File: src/rtl/display_pkg.sv
`default_nettype none
// ============================================================================
//  Module      : display_pkg
//  Description : Shared encodings, default timing constants and digit helpers
//                for the three-source display arbiter.
//  Revision    : 1.0 - initial release
// ============================================================================
package display_pkg;

    // Owner / state encoding; the same code is presented on the src output
    localparam logic [1:0] c_ST_MEAS = 2'b00;
    localparam logic [1:0] c_ST_SET  = 2'b01;
    localparam logic [1:0] c_ST_DIAG = 2'b10;

    // Default timing constants, in 1 Hz ticks
    localparam int c_SET_TIMEOUT_S_DEF = 10;
    localparam int c_DIAG_MIN_S_DEF    = 3;

    // Three BCD digits as one bundle (hundreds, tens, units)
    typedef struct packed {
        logic [3:0] h;
        logic [3:0] t;
        logic [3:0] u;
    } digits_t;

    // Clamp a single digit into the displayable BCD range
    function automatic logic [3:0] sat9(input logic [3:0] d);
        return (d > 4'd9) ? 4'd9 : d;
    endfunction

endpackage
`default_nettype wire

File: src/rtl/display_arbiter_if.sv
`default_nettype none
// ============================================================================
//  Module      : display_arbiter_if
//  Description : Source request/data bundle and display-side outputs of the
//                display arbiter. master = sources/display, slave = arbiter.
//  Revision    : 1.0 - initial release
// ============================================================================
interface display_arbiter_if;

    logic       meas_valid;
    logic [3:0] meas_h;
    logic [3:0] meas_t;
    logic [3:0] meas_u;

    logic       set_req;
    logic [3:0] set_h;
    logic [3:0] set_t;
    logic [3:0] set_u;

    logic       diag_req;
    logic [3:0] diag_h;
    logic [3:0] diag_t;
    logic [3:0] diag_u;

    logic [3:0] data_h;
    logic [3:0] data_t;
    logic [3:0] data_u;
    logic [1:0] src;
    logic       set_gnt;
    logic       diag_gnt;
    logic       set_timeout;

    modport master (
        output meas_valid, meas_h, meas_t, meas_u,
        output set_req, set_h, set_t, set_u,
        output diag_req, diag_h, diag_t, diag_u,
        input  data_h, data_t, data_u, src, set_gnt, diag_gnt, set_timeout
    );

    modport slave (
        input  meas_valid, meas_h, meas_t, meas_u,
        input  set_req, set_h, set_t, set_u,
        input  diag_req, diag_h, diag_t, diag_u,
        output data_h, data_t, data_u, src, set_gnt, diag_gnt, set_timeout
    );

endinterface
`default_nettype wire

File: src/rtl/sec_tick.sv
`default_nettype none
// ============================================================================
//  Module      : sec_tick
//  Description : Rising-edge detector for the 1 Hz square wave, producing a
//                single clk_100MHz-cycle tick per second. clk_1Hz is expected
//                to be generated in (or already synchronised to) this domain.
//  Revision    : 1.0 - initial release
// ============================================================================
module sec_tick (
    input  wire logic clk_100MHz,
    input  wire logic reset,
    input  wire logic clk_1Hz,
    output logic      tick
);

    logic r_prev;

    // History of the 1 Hz level from the previous system cycle
    always_ff @(posedge clk_100MHz) begin
        if (reset) r_prev <= 1'b0;
        else       r_prev <= clk_1Hz;
    end

    assign tick = clk_1Hz & ~r_prev;

endmodule
`default_nettype wire

File: src/rtl/display_arbiter.sv
`default_nettype none
// ============================================================================
//  Module      : display_arbiter
//  Description : Arbitrates a 3-digit display between the live measurement,
//                the setpoint editor (with inactivity timeout) and a
//                diagnostic source (highest priority, minimum hold time).
//  Revision    : 1.0 - initial release
// ============================================================================
module display_arbiter
    import display_pkg::*;
#(
    parameter int SET_TIMEOUT_S = c_SET_TIMEOUT_S_DEF,
    parameter int DIAG_MIN_S    = c_DIAG_MIN_S_DEF
) (
    input  wire logic         clk_100MHz,
    input  wire logic         reset,
    input  wire logic         clk_1Hz,
    display_arbiter_if.slave  bus
);

    localparam int c_SET_W  = (SET_TIMEOUT_S < 1) ? 1 : $clog2(SET_TIMEOUT_S + 1);
    localparam int c_DIAG_W = (DIAG_MIN_S < 1)    ? 1 : $clog2(DIAG_MIN_S + 1);
    localparam logic [c_SET_W-1:0]  c_SET_LIMIT  = c_SET_W'(SET_TIMEOUT_S);
    localparam logic [c_DIAG_W-1:0] c_DIAG_LIMIT = c_DIAG_W'(DIAG_MIN_S);

    logic [1:0]          r_state;
    logic [1:0]          w_next;
    logic                w_fire;
    logic                w_tick;
    logic                r_armed;
    logic [c_SET_W-1:0]  r_set_cnt;
    logic [c_DIAG_W-1:0] r_diag_cnt;
    digits_t             r_shadow;
    digits_t             r_set_prev;
    digits_t             w_set_now;
    digits_t             w_disp;
    digits_t             r_data;
    logic                w_set_changed;
    logic [1:0]          r_src;
    logic                r_set_gnt;
    logic                r_diag_gnt;
    logic                r_set_timeout;

    sec_tick u_sec_tick (
        .clk_100MHz (clk_100MHz),
        .reset      (reset),
        .clk_1Hz    (clk_1Hz),
        .tick       (w_tick)
    );

    assign w_set_now     = '{h: bus.set_h, t: bus.set_t, u: bus.set_u};
    assign w_set_changed = (w_set_now != r_set_prev);

    // Ownership decision: DIAG preempts everything, then SET/MEAS rules
    always_comb begin
        w_next = r_state;
        w_fire = 1'b0;
        if (bus.diag_req) begin
            w_next = c_ST_DIAG;
        end else begin
            case (r_state)
                c_ST_MEAS: begin
                    if (bus.set_req && r_armed) w_next = c_ST_SET;
                end
                c_ST_SET: begin
                    if (!bus.set_req) begin
                        w_next = c_ST_MEAS;
                    end else if (r_set_cnt >= c_SET_LIMIT) begin
                        w_next = c_ST_MEAS;
                        w_fire = 1'b1;
                    end
                end
                c_ST_DIAG: begin
                    if (r_diag_cnt >= c_DIAG_LIMIT)
                        w_next = (bus.set_req && r_armed) ? c_ST_SET : c_ST_MEAS;
                end
                default: w_next = c_ST_MEAS;
            endcase
        end
    end

    // Source selection for the display; a fresh measurement bypasses the shadow
    always_comb begin
        w_disp = r_shadow;
        case (r_state)
            c_ST_MEAS: w_disp = bus.meas_valid ? '{h: bus.meas_h, t: bus.meas_t, u: bus.meas_u}
                                               : r_shadow;
            c_ST_SET:  w_disp = '{h: sat9(bus.set_h), t: sat9(bus.set_t), u: sat9(bus.set_u)};
            c_ST_DIAG: w_disp = '{h: bus.diag_h, t: bus.diag_t, u: bus.diag_u};
            default:   w_disp = r_shadow;
        endcase
    end

    // State register and registered owner decodes
    always_ff @(posedge clk_100MHz) begin
        if (reset) begin
            r_state       <= c_ST_MEAS;
            r_src         <= c_ST_MEAS;
            r_set_gnt     <= 1'b0;
            r_diag_gnt    <= 1'b0;
            r_set_timeout <= 1'b0;
        end else begin
            r_state       <= w_next;
            r_src         <= w_next;
            r_set_gnt     <= (w_next == c_ST_SET);
            r_diag_gnt    <= (w_next == c_ST_DIAG);
            r_set_timeout <= w_fire;
        end
    end

    // SET arming: a timeout disarms, any cycle with set_req low re-arms
    always_ff @(posedge clk_100MHz) begin
        if (reset)             r_armed <= 1'b1;
        else if (w_fire)       r_armed <= 1'b0;
        else if (!bus.set_req) r_armed <= 1'b1;
    end

    // SET inactivity counter: counts only while SET is the (new) owner, frozen under DIAG
    always_ff @(posedge clk_100MHz) begin
        if (reset) begin
            r_set_cnt <= '0;
        end else if (w_next == c_ST_SET) begin
            if (w_set_changed)
                r_set_cnt <= '0;
            else if (w_tick && (r_set_cnt < c_SET_LIMIT))
                r_set_cnt <= r_set_cnt + c_SET_W'(1);
        end else if (w_next == c_ST_MEAS) begin
            r_set_cnt <= '0;
        end
    end

    // DIAG hold counter: cleared on entry, counts ticks while DIAG stays owner
    always_ff @(posedge clk_100MHz) begin
        if (reset || (w_next != c_ST_DIAG) || (r_state != c_ST_DIAG))
            r_diag_cnt <= '0;
        else if (w_tick && (r_diag_cnt < c_DIAG_LIMIT))
            r_diag_cnt <= r_diag_cnt + c_DIAG_W'(1);
    end

    // Measurement shadow, previous setpoint digits and registered display data
    always_ff @(posedge clk_100MHz) begin
        if (reset) begin
            r_shadow   <= '0;
            r_set_prev <= '0;
            r_data     <= '0;
        end else begin
            if (bus.meas_valid)
                r_shadow <= '{h: bus.meas_h, t: bus.meas_t, u: bus.meas_u};
            r_set_prev <= w_set_now;
            r_data     <= w_disp;
        end
    end

    assign bus.data_h      = r_data.h;
    assign bus.data_t      = r_data.t;
    assign bus.data_u      = r_data.u;
    assign bus.src         = r_src;
    assign bus.set_gnt     = r_set_gnt;
    assign bus.diag_gnt    = r_diag_gnt;
    assign bus.set_timeout = r_set_timeout;

endmodule
`default_nettype wire

File: src/flat_wrapper.sv
// flat-port wrapper written by rule: the top's interface ports become plain ports
module display_arbiter_flat import display_pkg::*;
#(
    parameter int SET_TIMEOUT_S = c_SET_TIMEOUT_S_DEF,
    parameter int DIAG_MIN_S    = c_DIAG_MIN_S_DEF
)
  (clk_100MHz, reset, clk_1Hz, bus_meas_valid, bus_meas_h, bus_meas_t, bus_meas_u, bus_set_req, bus_set_h, bus_set_t, bus_set_u, bus_diag_req, bus_diag_h, bus_diag_t, bus_diag_u, bus_data_h, bus_data_t, bus_data_u, bus_src, bus_set_gnt, bus_diag_gnt, bus_set_timeout);
  display_arbiter_if bus_i ();
  input  wire logic clk_100MHz;
  input  wire logic reset;
  input  wire logic clk_1Hz;
  input wire logic [$bits(bus_i.meas_valid)-1:0] bus_meas_valid;
  input wire logic [$bits(bus_i.meas_h)-1:0] bus_meas_h;
  input wire logic [$bits(bus_i.meas_t)-1:0] bus_meas_t;
  input wire logic [$bits(bus_i.meas_u)-1:0] bus_meas_u;
  input wire logic [$bits(bus_i.set_req)-1:0] bus_set_req;
  input wire logic [$bits(bus_i.set_h)-1:0] bus_set_h;
  input wire logic [$bits(bus_i.set_t)-1:0] bus_set_t;
  input wire logic [$bits(bus_i.set_u)-1:0] bus_set_u;
  input wire logic [$bits(bus_i.diag_req)-1:0] bus_diag_req;
  input wire logic [$bits(bus_i.diag_h)-1:0] bus_diag_h;
  input wire logic [$bits(bus_i.diag_t)-1:0] bus_diag_t;
  input wire logic [$bits(bus_i.diag_u)-1:0] bus_diag_u;
  output wire logic [$bits(bus_i.data_h)-1:0] bus_data_h;
  output wire logic [$bits(bus_i.data_t)-1:0] bus_data_t;
  output wire logic [$bits(bus_i.data_u)-1:0] bus_data_u;
  output wire logic [$bits(bus_i.src)-1:0] bus_src;
  output wire logic [$bits(bus_i.set_gnt)-1:0] bus_set_gnt;
  output wire logic [$bits(bus_i.diag_gnt)-1:0] bus_diag_gnt;
  output wire logic [$bits(bus_i.set_timeout)-1:0] bus_set_timeout;
  assign bus_i.meas_valid = bus_meas_valid;
  assign bus_i.meas_h = bus_meas_h;
  assign bus_i.meas_t = bus_meas_t;
  assign bus_i.meas_u = bus_meas_u;
  assign bus_i.set_req = bus_set_req;
  assign bus_i.set_h = bus_set_h;
  assign bus_i.set_t = bus_set_t;
  assign bus_i.set_u = bus_set_u;
  assign bus_i.diag_req = bus_diag_req;
  assign bus_i.diag_h = bus_diag_h;
  assign bus_i.diag_t = bus_diag_t;
  assign bus_i.diag_u = bus_diag_u;
  assign bus_data_h = bus_i.data_h;
  assign bus_data_t = bus_i.data_t;
  assign bus_data_u = bus_i.data_u;
  assign bus_src = bus_i.src;
  assign bus_set_gnt = bus_i.set_gnt;
  assign bus_diag_gnt = bus_i.diag_gnt;
  assign bus_set_timeout = bus_i.set_timeout;
  display_arbiter #(.SET_TIMEOUT_S(SET_TIMEOUT_S), .DIAG_MIN_S(DIAG_MIN_S)) u_core (.clk_100MHz(clk_100MHz), .reset(reset), .clk_1Hz(clk_1Hz), .bus(bus_i));
endmodule
File: config.mk
export PLATFORM = sky130hd
export DESIGN_NAME = display_arbiter_flat
export DESIGN_NICKNAME = d
export VERILOG_FILES = /design/src/rtl/display_pkg.sv /design/src/rtl/display_arbiter_if.sv /design/src/rtl/sec_tick.sv /design/src/rtl/display_arbiter.sv /design/src/flat_wrapper.sv
export SDC_FILE = /design/constraint.sdc
export NUM_CORES = 1
export LEC_CHECK = 0
export ABC_AREA = 1
export CAP_MARGIN = 0
export CORE_ASPECT_RATIO = 1.2
export CORE_MARGIN = 5
export CORE_UTILIZATION = 45
export DETAILED_ROUTE_END_ITERATION = 16
export GPL_ROUTABILITY_DRIVEN = 0
export PLACE_DENSITY = 0.86
export SYNTH_ARGS = -nofsm -noshare
export SYNTH_HDL_FRONTEND = slang
export SYNTH_SLANG_ARGS = --single-unit
File: constraint.sdc
create_clock -name clk_100MHz -period 3.1 [get_ports clk_100MHz]
set_input_delay 0.465 -clock clk_100MHz [delete_from_list [all_inputs] [get_ports clk_100MHz]]
set_output_delay 0.465 -clock clk_100MHz [all_outputs]
set_load 0.02 [all_outputs]
; After elaboration in Yosys (flattened, before gate mapping)
; Cells that the tools add are included.
[word_totals]
rom_bits = 0
reg_bits = 49
input_bits = 42
wordCells = 68
latch_bits = 0
ram_bits = 0
mem_count = 0
out_inout_bits = 17
[classes]
n_div = 0
reduce_logical = 9
n_mux = 22
n_shift = 0
addsub = 2
eq_ne = 9
bitwise = 2
magnitude_cmp = 7
n_mul = 0
[ops]
columns = op, n
row1 = $pmux 12 s3, 1
row2 = $mux 4, 7
row3 = $gt 4x4->1 const B, 3
row4 = $mux 12, 1
row5 = $ne 12x12->1, 1
row6 = $mux 2, 5
row7 = $mux 1, 7
row8 = $pmux 2 s3, 1
row9 = $add 4x1->4 const B, 1
row10 = $eq 2x1->1 const B, 2
row11 = $eq 2x2->1 const B, 2
row12 = $ge 4x4->1 const B, 1
row13 = $logic_not 2->1, 2
row14 = $lt 4x4->1 const B, 1
row15 = $ne 2x2->1 const B, 2
row16 = $logic_and 1x1->1, 3
row17 = $ne 3x2->1 const B, 1
row18 = $add 2x1->2 const B, 1
row19 = $ge 2x2->1 const B, 1
row20 = $logic_or 1x1->1, 2
row21 = $lt 2x2->1 const B, 1
row22 = $ne 2x1->1 const B, 1
row23 = $reduce_and 2->1, 1
row24 = $reduce_bool 2->1, 1
row25 = 2 further kinds, 2

; Longest topological paths before layout
[logic_depth]
word_depth = 8
ltp_mapped = 13
ltp_nobuf = 12

; Hierarchy
; Synthesis repeated with hierarchy kept, for this count alone.
[unflattened]
hier_cells = 307
hier_area_um2 = 2290.9
[by_module_without_submodules]
columns = module, n_inst, cells_each, area_each_um2
row1 = display_arbiter, 1, 303, 2259.7
row2 = sec_tick, 1, 4, 31.3

; Worst setup path after synthesis
; OpenSTA, ideal clock, no wires.
[synth_path]
path_kind = in2reg
start = input port bus_meas_valid
end = register u_core.r_data (netlist bit u_core.bus.data_u[3])
t_required_ns = 2.968
arrival_time_ns = 1.360
path_buffers = 2
slack_ns = 1.608
stages = 6
setup_time_ns = 0.132
path_cell_list = buf_2 buf_2 mux2i_1 nor2_1 a211oi_1 a21oi_1
[synth_via]
elab_chain_len = 2
[synth_rtl]
columns = element, line_no
row1 = from (decl), flat_wrapper.sv:12  ; input wire logic [$bits(bus_i.meas_valid)-1:0] bus_meas_valid;
row2 = $mux 12, --
row3 = $pmux 12 s3, display_arbiter.sv:85  ; case (r_state)
row4 = to (signal assigned), display_arbiter.sv:150  ; r_data <= w_disp;
row5 = to (decl), display_arbiter.sv:37  ; digits_t r_data;
; No other way between the ends.
; A chain may end at the register's enable or synchronous reset.

==> results.ini <==
[synth]
synth_area_leaders=dfxtp_1 (44%), nor2_1 (10%), nand2_1 (9.4%)
synth_nets=340
synth_seq_cells=49
seq_area_frac_synth_pct=44.5
netlist.area_leader.share_pct=44.5
syn-cell-area_mm2=0.00221
async_flop_share_pct=0
synth_edf_count=0
yosys_warnings=0
synthFlopType=dfxtp_1
syn_avg_cell_area_um2=7.48
ys_types=31
synth_area_leader_cell=dfxtp_1
yosysMostFrequentCell=nor2_1
synthesis.instances=295
synthTopCellsByCount=nor2_1 (61), nand2_1 (55), dfxtp_1 (49), inv_1 (40), a21oi_1 (16)

[detailed_routing]
drt-initial-drc-count=121
num_vias=2053
drc=0
wire_per_inst_um=13.1
first_pass_iters=4
antenna_left=0
totalWireLength_um=5420
vias_per_cell=4.96

[sta]
fin_ws_ps=1100
max_freq_ghz=0.499
slew_headroom_pct=50.1
fin_crit_sh_pct=64.7
rsz0062_at_grt=false
setup_viol=0
setup_tns_ps=0
max_slew.worst_pin.slew_ps=746
maxSlewViolCount=0
period_minus_slack_ps=2000
hold_violations=0
fin_skew_ps=10.8

[grt]
antenna_found_initial=0
grt_pass1_vias=2055
grt_pass1_wl_um=8870
track_usage_pct=18.1
grt-ovfl-total=0
grt_max_degree=41

[clocking]
clockBufferDepth=2
clk_latency_ps=300
root_buffer=clkbuf_8
h-tree-depth=2
cts_hold_buf=0
cts_sinks=49
clkSlewWorstSetupHoldPaths_ps=90
numCtsBuffers=5
cts_tree=yes
cts_resized=0
post_cts_buffers=0

[floorplanning]
io_pins=59
initial_core_util_pct=45.6
rows=28
die_h_um=86.7
die-area_mm2=0.00641
die_w_um=73.9
core_mm2=0.00483

[hold_path]
min_path_type=register to register
holdPathStages=2

[critical_path]
slowest_stage=clkdlybuf4s50_1
endpoint_kind=primary output
startpoint_type=register
cpLargestDelayFamily=buffers and inverters
critPathBufInv=1
crit_chain=clkdlybuf4s50_1
crit_path_max_incr_delay_ps=680
worstPathMaxFanout=8
worst-path-stages=1
crit_required_ps=2630
reg2reg_depth=5
arrival_ps=1540
setup.worst_path.class=register to primary output

[place]
numPortBuffers=58
post-place-ws_ps=861
dp_hpwl_um=4070
dp_cells=406

[outcome]
outcome=finished, final reports clean

[pwr]
p_leak_nw=1.33
netSwitchingPower_mw=0.367
power_mw=1.40
switching_share_pct=26.3
p_int_mw=1.03
ir_drop_mv=0.271
p_clk_share_pct=32.8
pwr-share-comb_pct=17.8
seq_power_share_pct=49.4
p_per_area_mw_per_mm2=474

[final_layout]
layout.nets=398
area_growth_pct=33.6
num_antenna_cells=0
final_cells=414
drive_gt1_share_pct=5.65
final_core_util_pct=60.9

[run]
maxCapViolCount=0

-- registers in the layout (all words and copies together) (netlist names) --
register	count
u_core.bus.data_h	4
u_core.bus.data_t	4
u_core.bus.data_u	4
u_core.bus.diag_gnt	1
u_core.bus.set_gnt	1
u_core.bus.set_timeout	1
u_core.r_armed	1
u_core.r_diag_cnt	2
u_core.r_set_cnt	4
u_core.r_set_prev	12
u_core.r_shadow	12
u_core.r_state	2
u_core.u_sec_tick.r_prev	1
-- cell families after synthesis --
logic type	share of synthesized area, %
AND/OR/NAND/NOR	26.5
flip-flops	44.5
multiplexers	4.08
AO/OA/AOI/OAI	11.1
buffers and inverters	9.02
XOR/XNOR	3.18
adder cells (fa/ha/maj)	1.70
-- power groups by stage --
stage                     logic (mW)  registers, mW  clock network [mW]
after global routing           0.275          0.695               0.499
after floorplan                0.117          0.718                   0
after CTS                      0.252          0.690               0.467
after global placement         0.242          0.703                   0
final                          0.249          0.691               0.458
after detailed placement       0.250          0.705                   0
-- cells in the final DEF (no fill, tap or decap), drive strengths merged, types with 3 or more instances in the layout --
cell            n
a211oi          3
a21oi          16
clkbuf          5
clkdlybuf4s50  58
clkinv          3
dfxtp          49
ha              3
inv            41
mux2i           9
nand2          60
nand3           8
nor2           63
o211ai          6
o21ai           7
o221ai          3
xor2            6
-- stage by stage --
step	instance area [um2]	hold slack (ps)
floorplan	2210	429
CTS	2950	467
global placement	2830	443
detailed placement	2830	445
global route	2950	488
finish	2950	466
-- path summary, 6_finish.rpt --
path,start,end,slack (ps)
worst max-delay path,u_core.r_state[0],bus_src[0],1100
worst max register to register,u_core.r_state[0],u_core.bus.data_t[3],1490
worst min-delay path,u_core.r_armed,u_core.r_armed,470
worst min register to register,u_core.r_armed,u_core.r_armed,470
-- area by class of cell --
| type | instances | area [um2] |
|---|---|---|
| clock inverter | 3 | 46.3 |
| sequential | 49 | 981 |
| timing repair buffer | 59 | 588 |
| clock buffer | 5 | 68.8 |
| fill | 435 | 1890 |
| tap | 60 | 75.1 |
| inverter | 43 | 161 |
| multi-input combinational | 195 | 1030 |
-- layer usage --
metal  wire length [um]  track usage, %  share of wire, %  vias up
met4                107            7.08               2.0        0
met2               2940            33.8                54       56
met3                293            4.29               5.4       11
met1               2080            19.1                38      946
li1                   -               -                 -     1040
met5                  0               0                 0        -
No activity file was read; power rests on OpenSTA's default activity.
